## src/rtl/watchdog_gen_if.sv

```systemverilog
// 68k bus signals the watchdog decodes to detect a kick write.
interface watchdog_gen_if;
  logic       nLDS;
  logic       RW;
  logic       A23I;
  logic       A22I;
  logic [4:0] M68K_ADDR_U;

  modport master (
    output nLDS,
    output RW,
    output A23I,
    output A22I,
    output M68K_ADDR_U
  );

  modport slave (
    input nLDS,
    input RW,
    input A23I,
    input A22I,
    input M68K_ADDR_U
  );
endinterface

```

## src/rtl/watchdog_gen.sv

```systemverilog
// Parametrised system watchdog: counts synchronised WDCLK ticks, kicked by a 68k byte write,
// warns before tripping, then holds nRESET/nHALT low for HOLD_TICKS ticks; counts trips.
module watchdog_gen #(
  parameter int         CNT_W      = 4,
  parameter int         WARN_TICKS = 6,
  parameter int         TRIP_TICKS = 8,
  parameter int         HOLD_TICKS = 8,
  parameter logic [6:0] ADDR_MATCH = 7'b0011000,
  parameter logic [6:0] ADDR_MASK  = 7'b1111111,
  parameter int         TRIPCNT_W  = 8
) (
  input  logic                 CLK,
  input  logic                 WDRESET,
  input  logic                 nRST,
  input  logic                 WDCLK,
  input  logic                 WD_EN,
  watchdog_gen_if.slave        bus,
  output logic                 nRESET,
  output logic                 nHALT,
  output logic                 nWARN,
  output logic [1:0]           STATE,
  output logic [TRIPCNT_W-1:0] TRIP_CNT
);

  typedef enum logic [1:0] {
    ST_RUN  = 2'd0,
    ST_WARN = 2'd1,
    ST_TRIP = 2'd2
  } state_t;

  localparam logic [CNT_W-1:0] WARN_C = CNT_W'(WARN_TICKS);
  localparam logic [CNT_W-1:0] TRIP_C = CNT_W'(TRIP_TICKS);
  localparam logic [CNT_W-1:0] HOLD_C = CNT_W'(HOLD_TICKS);

  state_t               state;
  logic [CNT_W-1:0]     tick_cnt;
  logic [CNT_W-1:0]     hold_cnt;
  logic [CNT_W-1:0]     tick_inc;
  logic [CNT_W-1:0]     hold_inc;
  logic                 wd_s1, wd_s2, wd_s3;
  logic                 tick;
  logic                 kick;
  logic [6:0]           addr;

  // WDCLK is asynchronous: two flops for metastability, a third to find the rising edge
  always_ff @(posedge CLK or posedge WDRESET) begin
    if (WDRESET) begin
      wd_s1 <= 1'b0;
      wd_s2 <= 1'b0;
      wd_s3 <= 1'b0;
    end else begin
      wd_s1 <= WDCLK;
      wd_s2 <= wd_s1;
      wd_s3 <= wd_s2;
    end
  end

  assign tick     = wd_s2 & ~wd_s3;
  assign addr     = {bus.A23I, bus.A22I, bus.M68K_ADDR_U};
  assign kick     = nRST & ~bus.nLDS & ~bus.RW & (((addr ^ ADDR_MATCH) & ADDR_MASK) == 7'd0);
  assign tick_inc = tick_cnt + CNT_W'(1);
  assign hold_inc = hold_cnt + CNT_W'(1);

  always_ff @(posedge CLK or posedge WDRESET) begin
    if (WDRESET) begin
      state    <= ST_RUN;
      tick_cnt <= '0;
      hold_cnt <= '0;
      TRIP_CNT <= '0;
      nWARN    <= 1'b1;
    end else if (!nRST) begin
      // external reset request forces a hold that only starts counting once released
      state    <= ST_TRIP;
      hold_cnt <= '0;
      nWARN    <= 1'b1;
    end else begin
      case (state)
        ST_RUN, ST_WARN: begin
          if (!WD_EN) begin
            state    <= ST_RUN;
            tick_cnt <= '0;
            nWARN    <= 1'b1;
          end else if (kick) begin
            state    <= ST_RUN;
            tick_cnt <= '0;
            nWARN    <= 1'b1;
          end else if (tick) begin
            tick_cnt <= tick_inc;
            if (state == ST_RUN && tick_inc == WARN_C) begin
              state <= ST_WARN;
              nWARN <= 1'b0;
            end else if (state == ST_WARN && tick_inc == TRIP_C) begin
              state    <= ST_TRIP;
              hold_cnt <= '0;
              nWARN    <= 1'b1;
              if (TRIP_CNT != {TRIPCNT_W{1'b1}}) begin
                TRIP_CNT <= TRIP_CNT + TRIPCNT_W'(1);
              end
            end
          end
        end
        ST_TRIP: begin
          nWARN <= 1'b1;
          if (tick) begin
            if (hold_inc == HOLD_C) begin
              state    <= ST_RUN;
              tick_cnt <= '0;
              hold_cnt <= '0;
            end else begin
              hold_cnt <= hold_inc;
            end
          end
        end
        default: begin
          state    <= ST_RUN;
          tick_cnt <= '0;
          nWARN    <= 1'b1;
        end
      endcase
    end
  end

  assign STATE  = state;
  assign nRESET = nRST & (state != ST_TRIP);
  assign nHALT  = nRESET;

endmodule

```

## src/flat_wrapper.sv

```systemverilog
// flat-port wrapper written by rule: the top's interface ports become plain ports
module watchdog_gen_flat 
#(
  parameter int         CNT_W      = 4,
  parameter int         WARN_TICKS = 6,
  parameter int         TRIP_TICKS = 8,
  parameter int         HOLD_TICKS = 8,
  parameter logic [6:0] ADDR_MATCH = 7'b0011000,
  parameter logic [6:0] ADDR_MASK  = 7'b1111111,
  parameter int         TRIPCNT_W  = 8
)
  (CLK, WDRESET, nRST, WDCLK, WD_EN, nRESET, nHALT, nWARN, STATE, TRIP_CNT, bus_nLDS, bus_RW, bus_A23I, bus_A22I, bus_M68K_ADDR_U);
  watchdog_gen_if bus_i ();
  input  logic CLK;
  input  logic WDRESET;
  input  logic nRST;
  input  logic WDCLK;
  input  logic WD_EN;
  output logic nRESET;
  output logic nHALT;
  output logic nWARN;
  output logic [1:0] STATE;
  output logic [TRIPCNT_W-1:0] TRIP_CNT;
  input wire logic [$bits(bus_i.nLDS)-1:0] bus_nLDS;
  input wire logic [$bits(bus_i.RW)-1:0] bus_RW;
  input wire logic [$bits(bus_i.A23I)-1:0] bus_A23I;
  input wire logic [$bits(bus_i.A22I)-1:0] bus_A22I;
  input wire logic [$bits(bus_i.M68K_ADDR_U)-1:0] bus_M68K_ADDR_U;
  assign bus_i.nLDS = bus_nLDS;
  assign bus_i.RW = bus_RW;
  assign bus_i.A23I = bus_A23I;
  assign bus_i.A22I = bus_A22I;
  assign bus_i.M68K_ADDR_U = bus_M68K_ADDR_U;
  watchdog_gen #(.CNT_W(CNT_W), .WARN_TICKS(WARN_TICKS), .TRIP_TICKS(TRIP_TICKS), .HOLD_TICKS(HOLD_TICKS), .ADDR_MATCH(ADDR_MATCH), .ADDR_MASK(ADDR_MASK), .TRIPCNT_W(TRIPCNT_W)) u_core (.CLK(CLK), .WDRESET(WDRESET), .nRST(nRST), .WDCLK(WDCLK), .WD_EN(WD_EN), .bus(bus_i), .nRESET(nRESET), .nHALT(nHALT), .nWARN(nWARN), .STATE(STATE), .TRIP_CNT(TRIP_CNT));
endmodule
```

## config.mk

```make
export PLATFORM = sky130hd
export DESIGN_NAME = watchdog_gen_flat
export DESIGN_NICKNAME = d
export VERILOG_FILES = /design/src/rtl/watchdog_gen_if.sv /design/src/rtl/watchdog_gen.sv /design/src/flat_wrapper.sv
export SDC_FILE = /design/constraint.sdc
export NUM_CORES = 1
export LEC_CHECK = 0
export ABC_AREA = 1
export CAP_MARGIN = 30
export CORE_ASPECT_RATIO = 1.25
export CORE_MARGIN = 2
export CORE_UTILIZATION = 56
export DETAILED_ROUTE_END_ITERATION = 10
export PLACE_DENSITY = 0.85
export SLEW_MARGIN = 20
export SYNTH_ARGS = -nofsm -noshare
export SYNTH_HDL_FRONTEND = slang
export SYNTH_SLANG_ARGS = --single-unit
```

## constraint.sdc

```tcl
create_clock -name CLK -period 4.7 [get_ports CLK]
set_clock_uncertainty 0.05 [all_clocks]
set_input_delay 1.175 -clock CLK [delete_from_list [all_inputs] [get_ports CLK]]
set_output_delay 1.175 -clock CLK [all_outputs]
set_load 0.01 [all_outputs]
```

; Word level (Yosys, flattened, before mapping)
; Cells that the tools add are included.
[word_totals]
register_bits = 22
input_bits = 14
output_inout_bits = 13
elab_cells = 83
[op_classes]
add_sub_neg = 3
n_eq_ne = 20
mux = 31
bitwise = 11
n_reduce_logical = 10
[ops]
columns = operator, count
row1 = $mux W4, 13
row2 = $mux W2, 8
row3 = $pmux W4 S2, 2
row4 = $ne A3 B2 Y1 const B, 4
row5 = $ne A3 B3 Y1 const B, 3
row6 = $add A4 B1 Y4 const B, 2
row7 = $add A8 B1 Y8 const B, 1
row8 = $eq A4 B4 Y1 const B, 2
row9 = $ne A8 B8 Y1 const B, 1
row10 = $reduce_and A4 Y1, 2
row11 = $reduce_and A8 Y1, 1
row12 = $logic_not A7 Y1, 1
row13 = $mux W1, 7
row14 = $reduce_and A7 Y1, 1
row15 = $ne A6 B3 Y1 const B, 1
row16 = $and A1 B1 Y1, 5
row17 = $ne A5 B3 Y1 const B, 1
row18 = $not A1 Y1, 5
row19 = $eq A4 B3 Y1 const B, 1
row20 = $ne A2 B1 Y1 const B, 2
row21 = $ne A4 B2 Y1 const B, 1
row22 = $pmux W2 S2, 1
row23 = $ne A3 B1 Y1 const B, 1
row24 = $eq A2 B1 Y1 const B, 1
row25 = other kinds (7), 8

; Depth between registers and ports, before layout
; Gate-level depths: netlist of run 1.
[logic_depth]
ltp_word = 10
depth_mapped = 12
depth_no_buf = 12

; Worst setup path after synthesis of run 1
; No wires, ideal clock.
[synth_timing]
path_kind = in2out
from = in nRST
to = out nRESET
arrival_ps = 1647
t_required_ps = 3475
path_slack_ps = 1828
path_stages = 3
path_buffers = 1
path_cell_list = inv_2 -> nor2_1 -> buf_4
[synth_between]
elab_chain_len = 1
[synth_lines]
columns = element, line
row1 = start: declaration, flat_wrapper.sv:16  ; input logic nRST;
row2 = $and A1 B1 Y1, watchdog_gen.sv:124  ; assign nRESET = nRST & (state != ST_TRIP);
row3 = end: declaration, flat_wrapper.sv:19  ; output logic nRESET;
; Every way passes these cells.

; Final worst setup path of run 1
[layout_timing]
from = in nRST
to = out nHALT
[layout_between]
elab_chain_len = 1
[layout_lines]
columns = element, line
row1 = $and A1 B1 Y1, watchdog_gen.sv:124
row2 = end: declaration, flat_wrapper.sv:20  ; output logic nHALT;
; Every way passes these cells.

==> results.py, run 1 <==
metrics = {
    "run_status": {
        "status": "complete, no violations",
    },
    "power": {
        "power_density_mw_per_mm2": 246,
        "vdd_drop_max_v": 0.000192,
        "p_int_mw": 0.322,
        "swShare": 0.272,
        "p_sw_mw": 0.121,
        "leakagePower_nw": 0.855,
        "seqPwrFrac": 0.481,
        "power_frac_clock": 0.331,
        "p_total_mw": 0.443,
        "comb_power_share": 0.187,
    },
    "clocking": {
        "ctsResizeCount": 0,
        "root_buffer": "clkbuf_4",
        "clock-sinks": 22,
        "clock_latency_ns": 0.31,
        "clkTransAtPathRegs_ns": 0.13,
        "htree_levels": 1,
        "cts_tree": "yes",
        "cts_buffers": 3,
        "postCtsSetupRepairBufs": 0,
        "clk_path_buf_depth": 2,
        "hold_buffers": 0,
    },
    "final_layout": {
        "seq_area_sq_um": 552,
        "multi_input_area_sq_um": 797,
        "fin_nets": 242,
        "syn_to_final_growth_pct": 23.9,
        "fillers": 220,
        "drive_gt1_frac": 0.121,
        "diodes": 0,
        "final_util": 0.734,
    },
    "floorplan": {
        "dieArea_sq_mm": 0.00302,
        "num_rows": 20,
        "die_h_um": 60.9,
        "start_util": 0.592,
        "die_width_um": 49.6,
        "core_sq_mm": 0.00245,
        "ios": 27,
    },
    "worst_setup_path": {
        "cp_slowest_cell": "clkdlybuf4s50_1",
        "max_stage_delay_ns": 0.58,
        "regToRegEndpoint": "u_core.hold_cnt[0]",
        "reg2reg_depth": 8,
        "crit_type": "in2out",
        "crit_chain": "clkdlybuf4s50_1 > inv_2 > nor2_1 > clkdlybuf4s50_1",
        "crit_required_ns": 3.47,
        "endpoint_kind": "output port",
        "crit_top_cell": "clkdlybuf4s50_1",
        "worstPathMaxFanout": 5,
        "arrival_ns": 2.60,
        "worstReg2RegStart": "u_core.tick_cnt[0]",
        "r2r_slack_ns": 2.97,
        "startpoint_type": "primary input",
    },
    "synthesis": {
        "netlist_area_sq_mm": 0.00145,
        "syn_area_per_cell_sq_um": 7.49,
        "syn-num-nets": 212,
        "yosysWarnings": 0,
        "synth.ff_latch_count": 22,
        "synth_area_leader_cell": "dfrtp_1",
        "synth_cell_types": 29,
        "netlist_top_cells_area": "dfrtp_1, nand2_1, nand3_1",
        "ys_seq_area_frac": 0.380,
        "syn_inst": 194,
        "yosysTopAreaCellShare": 0.362,
    },
    "routing": {
        "met1_length_um": 1190,
        "drt_iter0_drc": 12,
        "wl_met3_um": 115,
        "vias": 1334,
        "firstDrtPassIters": 4,
        "wl_per_cell_um": 11.2,
        "drc": 0,
        "wirelength_um": 2880,
        "topRoutingLayerUsed": "met4",
        "via_per_inst": 5.21,
        "ant_nets": 0,
        "dr_wl_met2_um": 1530,
    },
    "placement": {
        "gp_congestion": 0.908,
        "port_buffers": 26,
        "hpwl_um": 2330,
    },
    "sta": {
        "rsz0062_at_grt": "false",
        "holdWs_ns": 0.320,
        "tightest_slew_ns": 0.844,
        "slew_headroom": 0.437,
        "fmax_mhz": 262,
        "fin_setup_tns_ns": 0,
        "fin_crit_ns": 3.82,
        "setup_viol": 0,
        "finalHoldViolCount": 0,
        "finalMaxSlewViolations": 0,
        "post-route-period-util": 0.813,
    },
    "min_path": {
        "min_path_cells": 0,
        "holdCritStartpoint": "u_core.wd_s1",
        "whs_endpoint": "u_core.wd_s2",
        "hp-class": "reg2reg",
    },
    "global_route": {
        "track_usage": 0.218,
        "grt_overflow_total": 0,
        "grt_pass1_vias": 1282,
        "grt_max_degree": 23,
        "antenna_found_initial": 0,
        "grt_pass1_wl_um": 5110,
    },
    "run": {
        "cap_viol_max_count": 0,
    },
}
## logic make-up after synthesis
group,count (synthesis),share of synthesized area
AND/OR/NAND/NOR,126,0.414
buffers and inverters,26,0.0715
flip-flops,22,0.380
AO/OA/AOI/OAI,10,0.0586
XOR/XNOR,6,0.0414
adder cells (fa/ha/maj),4,0.0345
## critical path: cells and delay by family
kind | cells | cell delay, ns
buffers and inverters | 3 | 1.24
AND/OR/NAND/NOR | 1 | 0.19
## flip-flops by register name (all words and copies together) (netlist names)
signal,count
u_core.tick_cnt,4
u_core.nWARN,1
u_core.wd_s2,1
u_core.TRIP_CNT,8
u_core.wd_s3,1
u_core.STATE,2
u_core.wd_s1,1
u_core.hold_cnt,4
## worst max-delay path by stage
stage | start | end | slack [ns] | cells after the start
global route | nRST | nHALT | 0.78 | 4
detailed placement | nRST | nHALT | 0.87 | 4
CTS | nRST | nHALT | 0.87 | 4
floorplan | nRST | nRESET | 1.83 | 3
finish | nRST | nHALT | 0.88 | 4
global placement | nRST | nHALT | 0.89 | 4
## power by group through the flow
stage / registers (mW) / clock network, mW / logic (mW)
final: 0.213 / 0.147 / 0.0830
after global routing: 0.216 / 0.154 / 0.0932
after CTS: 0.213 / 0.148 / 0.0833
after detailed placement: 0.217 / 0 / 0.0827
after global placement: 0.216 / 0 / 0.0781
after floorplan: 0.214 / 0 / 0.0523
## Yosys cell counts
cell type  number
nand3_1        19
o21ai_1         5
nor2_4          1
a21oi_2         1
nand3b_1        2
nand3_4         1
nor2_2          3
ha_1            4
xor2_1          2
nand3_2         1
xnor2_1         3
o21ai_4         1
dfrtp_1        21
nor2_1         21
o21ai_2         1
nand2_1        61
inv_4           1
nand2_4         3
nor3_1          4
inv_1          22
buf_4           1
xor2_2          1
dfstp_2         1
a31oi_4         1
nand4_1         5
nand2_2         4
nor3_4          1
o21ai_0         1
inv_2           2
## final cells by class
cell class,instances,area share
multi-input cells,146,0.443
clock buffers,3,0.0125
well taps,33,0.0229
clock inverters,1,0.0167
inverters,25,0.0535
flip-flops and latches,22,0.307
repair buffers,26,0.145
## per-stage QoR
step	instance area, sq um	setup WS (ns)	instances
final	1800	0.878	256
after CTS	1800	0.867	256
after global routing	1800	0.781	256
after global placement	1750	0.887	252
after floorplan	1450	1.83	194
after detailed placement	1750	0.866	252
## per-layer routing
metal  up-vias  GRT usage
met4         0      0.107
met5         -          0
met2        40      0.410
met1       617      0.250
li1        671          -
met3         6     0.0222
## placed cells by master (no fill, tap or decap), types with 2 or more instances in the layout
cell / count
nand2_1: 61
clkdlybuf4s50_1: 26
inv_1: 22
nor2_1: 21
dfrtp_1: 21
nand3_1: 19
nand4_1: 5
o21ai_1: 5
nor3_1: 4
nand2_2: 4
ha_1: 4
nand2_4: 3
xnor2_1: 3
nor2_2: 3
clkbuf_4: 3
inv_2: 2
xor2_1: 2
nand3b_1: 2
No activity file was read; power rests on OpenSTA's default activity.
==> run 2, diff against run 1 <==
--- a/config.mk
+++ b/config.mk
@@ -9,9 +9,9 @@
 export CAP_MARGIN = 30
 export CORE_ASPECT_RATIO = 1.25
 export CORE_MARGIN = 2
-export CORE_UTILIZATION = 56
+export CORE_UTILIZATION = 47
 export DETAILED_ROUTE_END_ITERATION = 10
-export PLACE_DENSITY = 0.85
+export PLACE_DENSITY = 0.76
 export SLEW_MARGIN = 20
 export SYNTH_ARGS = -nofsm -noshare
 export SYNTH_HDL_FRONTEND = slang
==> constraint.sdc (replaced) <==
create_clock -name CLK -period 3.3 [get_ports CLK]
set_clock_uncertainty 0.05 [all_clocks]
set_input_delay 0.825 -clock CLK [delete_from_list [all_inputs] [get_ports CLK]]
set_output_delay 0.825 -clock CLK [all_outputs]
set_load 0.01 [all_outputs]
==> run 2 against run 1 <==
Critical path depth did not move. Global-route usage fell by 3.7 points. Die area rose by 18%. Count of clock-buffer cells in the layout rose by 1. Final area fell by 0.42%. Via count fell by 4.2%. Sequential power rose by 43%. Combinational power rose by 37%. Largest power group unchanged. Register-to-register slack got worse by 1.4 ns. Critical path type unchanged. Sequential share of layout area rose by 0.13 points. First-iteration DRC count rose by 17%. Largest cell class unchanged.
==> results.py, run 2 (same netlist as run 1, synthesis figures left out) <==
metrics = {
    "run_status": {
        "status": "complete, no violations",
    },
    "clocking": {
        "clock-sinks": 22,
        "ctsResizeCount": 0,
        "postCtsSetupRepairBufs": 0,
        "cts_buffers": 3,
        "clock_latency_ns": 0.31,
        "clkTransAtPathRegs_ns": 0.12,
        "clk_path_buf_depth": 2,
        "hold_buffers": 0,
        "cts_tree": "yes",
        "htree_levels": 1,
        "root_buffer": "clkbuf_4",
    },
    "routing": {
        "drc": 0,
        "ant_nets": 0,
        "via_per_inst": 4.90,
        "vias": 1278,
        "wirelength_um": 2640,
        "wl_per_cell_um": 10.1,
        "drt_iter0_drc": 14,
        "firstDrtPassIters": 4,
    },
    "worst_setup_path": {
        "crit_chain": "clkdlybuf4s50_1 > inv_2 > nor2_1 > clkdlybuf4s50_1",
        "worstPathMaxFanout": 3,
        "cp_slowest_cell": "clkdlybuf4s50_1",
        "crit_required_ns": 2.42,
        "arrival_ns": 2.15,
        "startpoint_type": "primary input",
        "endpoint_kind": "output port",
        "crit_top_cell": "clkdlybuf4s50_1",
        "max_stage_delay_ns": 0.58,
        "crit_type": "in2out",
    },
    "global_route": {
        "met3_usage": 0.0136,
        "track_usage": 0.181,
        "use_met1": 0.242,
        "grt_pass1_vias": 1147,
        "grt_pass1_wl_um": 4780,
        "antenna_found_initial": 0,
        "grt_max_degree": 23,
        "grt_overflow_total": 0,
        "grt_use_met2": 0.284,
        "grt-busiest-layer": "met2",
    },
    "sta": {
        "tightest_slew_ns": 0.824,
        "fmax_mhz": 330,
        "setup_viol": 0,
        "fin_setup_tns_ns": 0,
        "post-route-period-util": 0.917,
        "finalHoldViolCount": 0,
        "rsz0062_at_grt": "false",
        "finalMaxSlewViolations": 0,
        "slew_headroom": 0.450,
        "final.setup.worst_slack_ns": 0.273,
        "fin_crit_ns": 3.03,
    },
    "final_layout": {
        "final_util": 0.608,
        "drive_gt1_frac": 0.124,
        "syn_to_final_growth_pct": 23.3,
        "largest_reg_flops": 8,
        "mostFrequentLayoutCell": "nand2_1",
        "diodes": 0,
        "fillers": 264,
        "fin_nets": 244,
        "top_register": "u_core.TRIP_CNT",
        "final_cell_mix": "nand2_1, clkdlybuf4s50_1, inv_1, nor2_1, dfrtp_1",
        "reg_top3": "u_core.TRIP_CNT: 8 flops, u_core.hold_cnt: 4 flops, u_core.tick_cnt: 4 flops",
    },
    "placement": {
        "hpwl_um": 2120,
        "dp_slack_ns": 0.286,
        "gp_congestion": 0.870,
        "port_buffers": 26,
    },
    "floorplan": {
        "start_util": 0.493,
        "die_width_um": 53.7,
        "core_sq_mm": 0.00295,
        "num_rows": 22,
        "dieArea_sq_mm": 0.00355,
        "ios": 27,
        "die_h_um": 66.2,
    },
    "min_path": {
        "hp-class": "reg2reg",
    },
    "power": {
        "vdd_drop_max_v": 0.000287,
        "leakagePower_nw": 0.851,
        "power_density_mw_per_mm2": 305,
    },
    "run": {
        "cap_viol_max_count": 0,
    },
}
[run 2: final timing paths]
path,cells past startpoint,slack [ns],from,end
worst min register to register,0,0.32,u_core.wd_s1,u_core.wd_s2
min in group asynchronous,2,0.92,WDRESET,u_core.TRIP_CNT[7]
worst min-delay path,0,0.32,u_core.wd_s1,u_core.wd_s2
worst max register to register,8,1.61,u_core.tick_cnt[0],u_core.hold_cnt[0]
max in group asynchronous,2,1.78,WDRESET,u_core.TRIP_CNT[4]
worst max-delay path,4,0.27,nRST,nRESET
[run 2: power breakdown]
group          total [mW]  switching, mW  internal [mW]
logic               0.114         0.0630         0.0515
clock network       0.128         0.0807         0.0472
registers           0.304         0.0184          0.285
[run 2: worst max-delay path, delay by kind of cell]
kind	cells	cell delay (ns)
buffers and inverters	3	1.12
AND/OR/NAND/NOR	1	0.20
[run 2: cell type report]
| cell class | count | area, sq um | area share |
|---|---|---|---|
| timing repair buffer | 28 | 275 | 0.154 |
| tap | 36 | 45.0 | 0.0251 |
| inverter | 25 | 96.3 | 0.0538 |
| clock buffer | 4 | 26.3 | 0.0147 |
| sequential | 22 | 552 | 0.308 |
| multi-input combinational | 146 | 797 | 0.445 |
[run 2: metal layers]
layer  vias to the layer above  part of all wire
met3                         4             0.022
li1                        676                 -
met5                         -                 0
met1                       574              0.47
met2                        24              0.48
met4                         0             0.023
[run 2: stage by stage]
| stage | total power, mW | std cells | hold slack, ns | area (sq um) |
|---|---|---|---|---|
| floorplan | 0.380 | 194 | 0.281 | 1450 |
| global placement | 0.423 | 257 | 0.281 | 1770 |
| detailed placement | 0.424 | 257 | 0.292 | 1770 |
| CTS | 0.552 | 261 | 0.320 | 1790 |
| global route | 0.578 | 261 | 0.325 | 1790 |
| finish | 0.546 | 261 | 0.316 | 1790 |
==> run 3, diff against run 2 <==
--- a/config.mk
+++ b/config.mk
@@ -5,13 +5,13 @@
 export SDC_FILE = /design/constraint.sdc
 export NUM_CORES = 1
 export LEC_CHECK = 0
-export ABC_AREA = 1
 export CAP_MARGIN = 30
 export CORE_ASPECT_RATIO = 1.25
 export CORE_MARGIN = 2
-export CORE_UTILIZATION = 47
+export CORE_UTILIZATION = 45
+export CTS_CLUSTER_SIZE = 14
 export DETAILED_ROUTE_END_ITERATION = 10
-export PLACE_DENSITY = 0.76
+export PLACE_DENSITY = 0.75
 export SLEW_MARGIN = 20
 export SYNTH_ARGS = -nofsm -noshare
 export SYNTH_HDL_FRONTEND = slang
==> run 3 against run 2 <==
Global-route usage shrank 0.40 points. Sequential power shrank 6.6%. Largest power group unchanged. Clock power grew 57%. Maximum frequency shrank 2.1%. Highest routed layer unchanged. Via count shrank 21%. Utilization shrank 1.4 points. Area after synthesis shrank 14%. Critical endpoint is now nHALT. Total power shrank 2.8%. Worst setup slack lost 0.064 ns. Largest cell class unchanged. Wire length shrank 2.9%.
==> results.py, run 3 <==
metrics = {
    "routing": {
        "ant_nets": 0,
        "drc": 0,
        "wirelength_um": 2570,
        "vias": 1016,
        "via_per_inst": 5.55,
        "wl_per_cell_um": 14.0,
        "firstDrtPassIters": 4,
        "drt_iter0_drc": 35,
    },
    "sta": {
        "tightest_slew_ns": 0.796,
        "fin_setup_tns_ns": 0,
        "finalHoldViolCount": 0,
        "finalMaxSlewViolations": 0,
        "fmax_mhz": 324,
        "fin_crit_ns": 3.09,
        "slew_headroom": 0.469,
        "setup_viol": 0,
        "post-route-period-util": 0.936,
        "rsz0062_at_grt": "false",
    },
    "synthesis": {
        "synth_cell_types": 47,
        "synth_most_common_cell": "dfrtp_1",
        "synth_commonest_cells": "dfrtp_1, nand2_1, nor2_1",
        "syn_inst": 121,
        "synth.ff_latch_count": 22,
        "netlist_area_sq_mm": 0.00125,
        "ys_seq_area_frac": 0.440,
        "syn_area_per_cell_sq_um": 10.4,
        "synth_edf_count": 0,
        "synthArstFlopShare": 1.00,
        "synth_area_leader_cell": "dfrtp_1",
        "synth_flop_cell": "dfrtp_1",
        "netlist_top_cells_area": "dfrtp_1, nand2_1, xnor2_1",
        "yosysTopAreaCellShare": 0.419,
        "syn-num-nets": 139,
        "yosysWarnings": 0,
    },
    "placement": {
        "port_buffers": 26,
        "hpwl_um": 1980,
        "placed_cell_area_sq_mm": 0.00154,
        "gp_congestion": 0.781,
    },
    "floorplan": {
        "core_sq_mm": 0.00268,
        "die_h_um": 63.0,
        "die_width_um": 51.2,
        "num_rows": 21,
        "ios": 27,
        "dieArea_sq_mm": 0.00323,
        "start_util": 0.468,
    },
    "final_layout": {
        "diodes": 0,
        "fin_nets": 168,
        "mostFrequentLayoutCell": "clkdlybuf4s50_1",
        "syn_to_final_growth_pct": 26.8,
        "largest_reg_flops": 8,
        "reg_top3": "u_core.TRIP_CNT: 8 flops, u_core.hold_cnt: 4 flops, u_core.tick_cnt: 4 flops",
        "top_register": "u_core.TRIP_CNT",
        "design_area_sq_mm": 0.00159,
        "final_cell_mix": "clkdlybuf4s50_1, dfrtp_1, nand2_1, nor2_1, xnor2_1",
        "drive_gt1_frac": 0.141,
    },
    "global_route": {
        "grt_pass1_wl_um": 4490,
        "antenna_found_initial": 0,
        "grt_max_degree": 23,
        "track_usage": 0.177,
        "grt_pass1_vias": 1046,
        "grt_overflow_total": 0,
    },
    "power": {
        "power_frac_clock": 0.379,
        "p_total_mw": 0.531,
        "seqPwrFrac": 0.534,
        "power_density_mw_per_mm2": 334,
        "vdd_drop_max_v": 0.000261,
        "comb_power_share": 0.086,
        "p_int_mw": 0.424,
        "swShare": 0.201,
        "p_sw_mw": 0.107,
        "leakagePower_nw": 0.668,
    },
    "worst_setup_path": {
        "crit_top_cell": "clkdlybuf4s50_1",
        "worstPathMaxFanout": 9,
        "crit_required_ns": 2.42,
        "crit_chain": "clkdlybuf4s50_1 > and2_2 > clkdlybuf4s50_1",
        "r2r_slack_ns": 1.06,
        "crit_family": "buffers and inverters",
        "max_stage_delay_ns": 0.64,
        "path_depth": 3,
        "regToRegEndpoint": "u_core.TRIP_CNT[1]",
        "endpoint_kind": "output port",
        "cp_slowest_cell": "clkdlybuf4s50_1",
        "reg2reg_depth": 5,
        "arrival_ns": 2.22,
        "startpoint_type": "primary input",
        "worstReg2RegStart": "u_core.tick_cnt[0]",
        "critPathBufInv": 2,
        "crit_type": "in2out",
    },
    "min_path": {
        "hp-class": "reg2reg",
        "min_path_cells": 0,
        "holdCritStartpoint": "u_core.wd_s1",
        "whs_endpoint": "u_core.wd_s2",
    },
    "clocking": {
        "ctsResizeCount": 0,
        "clock_latency_ns": 0.30,
        "htree_levels": 1,
        "cts_tree": "yes",
        "hold_buffers": 0,
        "clkTransAtPathRegs_ns": 0.12,
        "clk_path_buf_depth": 2,
        "cts_buffers": 3,
        "postCtsSetupRepairBufs": 0,
        "clock-sinks": 22,
        "root_buffer": "clkbuf_4",
    },
    "run": {
        "cap_viol_max_count": 0,
    },
    "run_status": {
        "status": "complete, no violations",
    },
}
==> run 3: cell count changes in the layout (fill, tap and decap cells not counted), sizes merged, moves of 3 or more <==
cell and change:
nand2b +5, xnor2 +3, nor2 -18, o21ai -4, nand2 -53, nor2b +4
nor3 -5, inv -20, and3 +4, nand3 -20
==> run 3: through the flow <==
step           hold slack [ns]  worst slack, ns  std cells  utilization
4_1_cts                  0.323            0.208        183        0.594
6_report                 0.319            0.210        183        0.594
2_1_floorplan            0.281            0.888        121            -
3_5_place_dp             0.295            0.197        179        0.574
3_3_place_gp             0.285            0.240        179        0.574
5_1_grt                  0.342            0.165        183        0.594
==> run 3: logic make-up after synthesis <==
| kind of cell | after synthesis | share of synthesized area |
|---|---|---|
| simple gates | 50 | 0.234 |
| compound gates | 29 | 0.189 |
| flops | 22 | 0.440 |
| xor+xnor | 7 | 0.0489 |
| buf+inv | 7 | 0.0299 |
| fa+ha+maj | 4 | 0.0399 |
| mux | 2 | 0.0179 |
==> run 3: worst register-to-register path, stage by stage, from the launching register on <==
cell       delay, ns
dfrtp_1         0.51
ha_1            0.26
and3_2          0.21
o2111ai_2       0.21
a311oi_4        0.50
mux2_2          0.39
==> run 3: worst max path at each step <==
stage                     from            endpoint  slack [ns]
after detailed placement  nRST               nHALT        0.20
after global routing      nRST               nHALT        0.17
final                     nRST               nHALT        0.21
after global placement    nRST              nRESET        0.24
after floorplan           nRST  u_core.TRIP_CNT[1]        0.89
after CTS                 nRST               nHALT        0.21
==> run 3: layer usage <==
layer | track usage | part of all wire | vias up | wire, um
li1 | - | - | 495 | -
met1 | 0.222 | 0.43 | 492 | 1110
met2 | 0.302 | 0.51 | 27 | 1310
met3 | 0.0263 | 0.054 | 2 | 139
met4 | 0.0658 | 0.0051 | 0 | 13
met5 | 0 | 0 | - | 0
==> run 3: cell type report <==
cell class                      count  area (sq um)
Clock buffer                        3          22.5
Inverter                            5          18.8
Multi-Input combinational cell     92           666
Clock inverter                      1          30.0
Timing Repair Buffer               26           260
Tap cell                           34          42.5
Sequential cell                    22           552
Fill cell                         249          1090
==> run 3: power by group through the flow <==
| stage | Clock, mW | Sequential (mW) | Combinational, mW |
|---|---|---|---|
| 2_1_floorplan | 0 | 0.287 | 0.0245 |
| 3_3_place_gp | 0 | 0.288 | 0.0451 |
| 3_5_place_dp | 0 | 0.289 | 0.0464 |
| 4_1_cts | 0.206 | 0.284 | 0.0465 |
| 5_1_grt | 0.221 | 0.285 | 0.0510 |
| 6_report | 0.201 | 0.284 | 0.0458 |
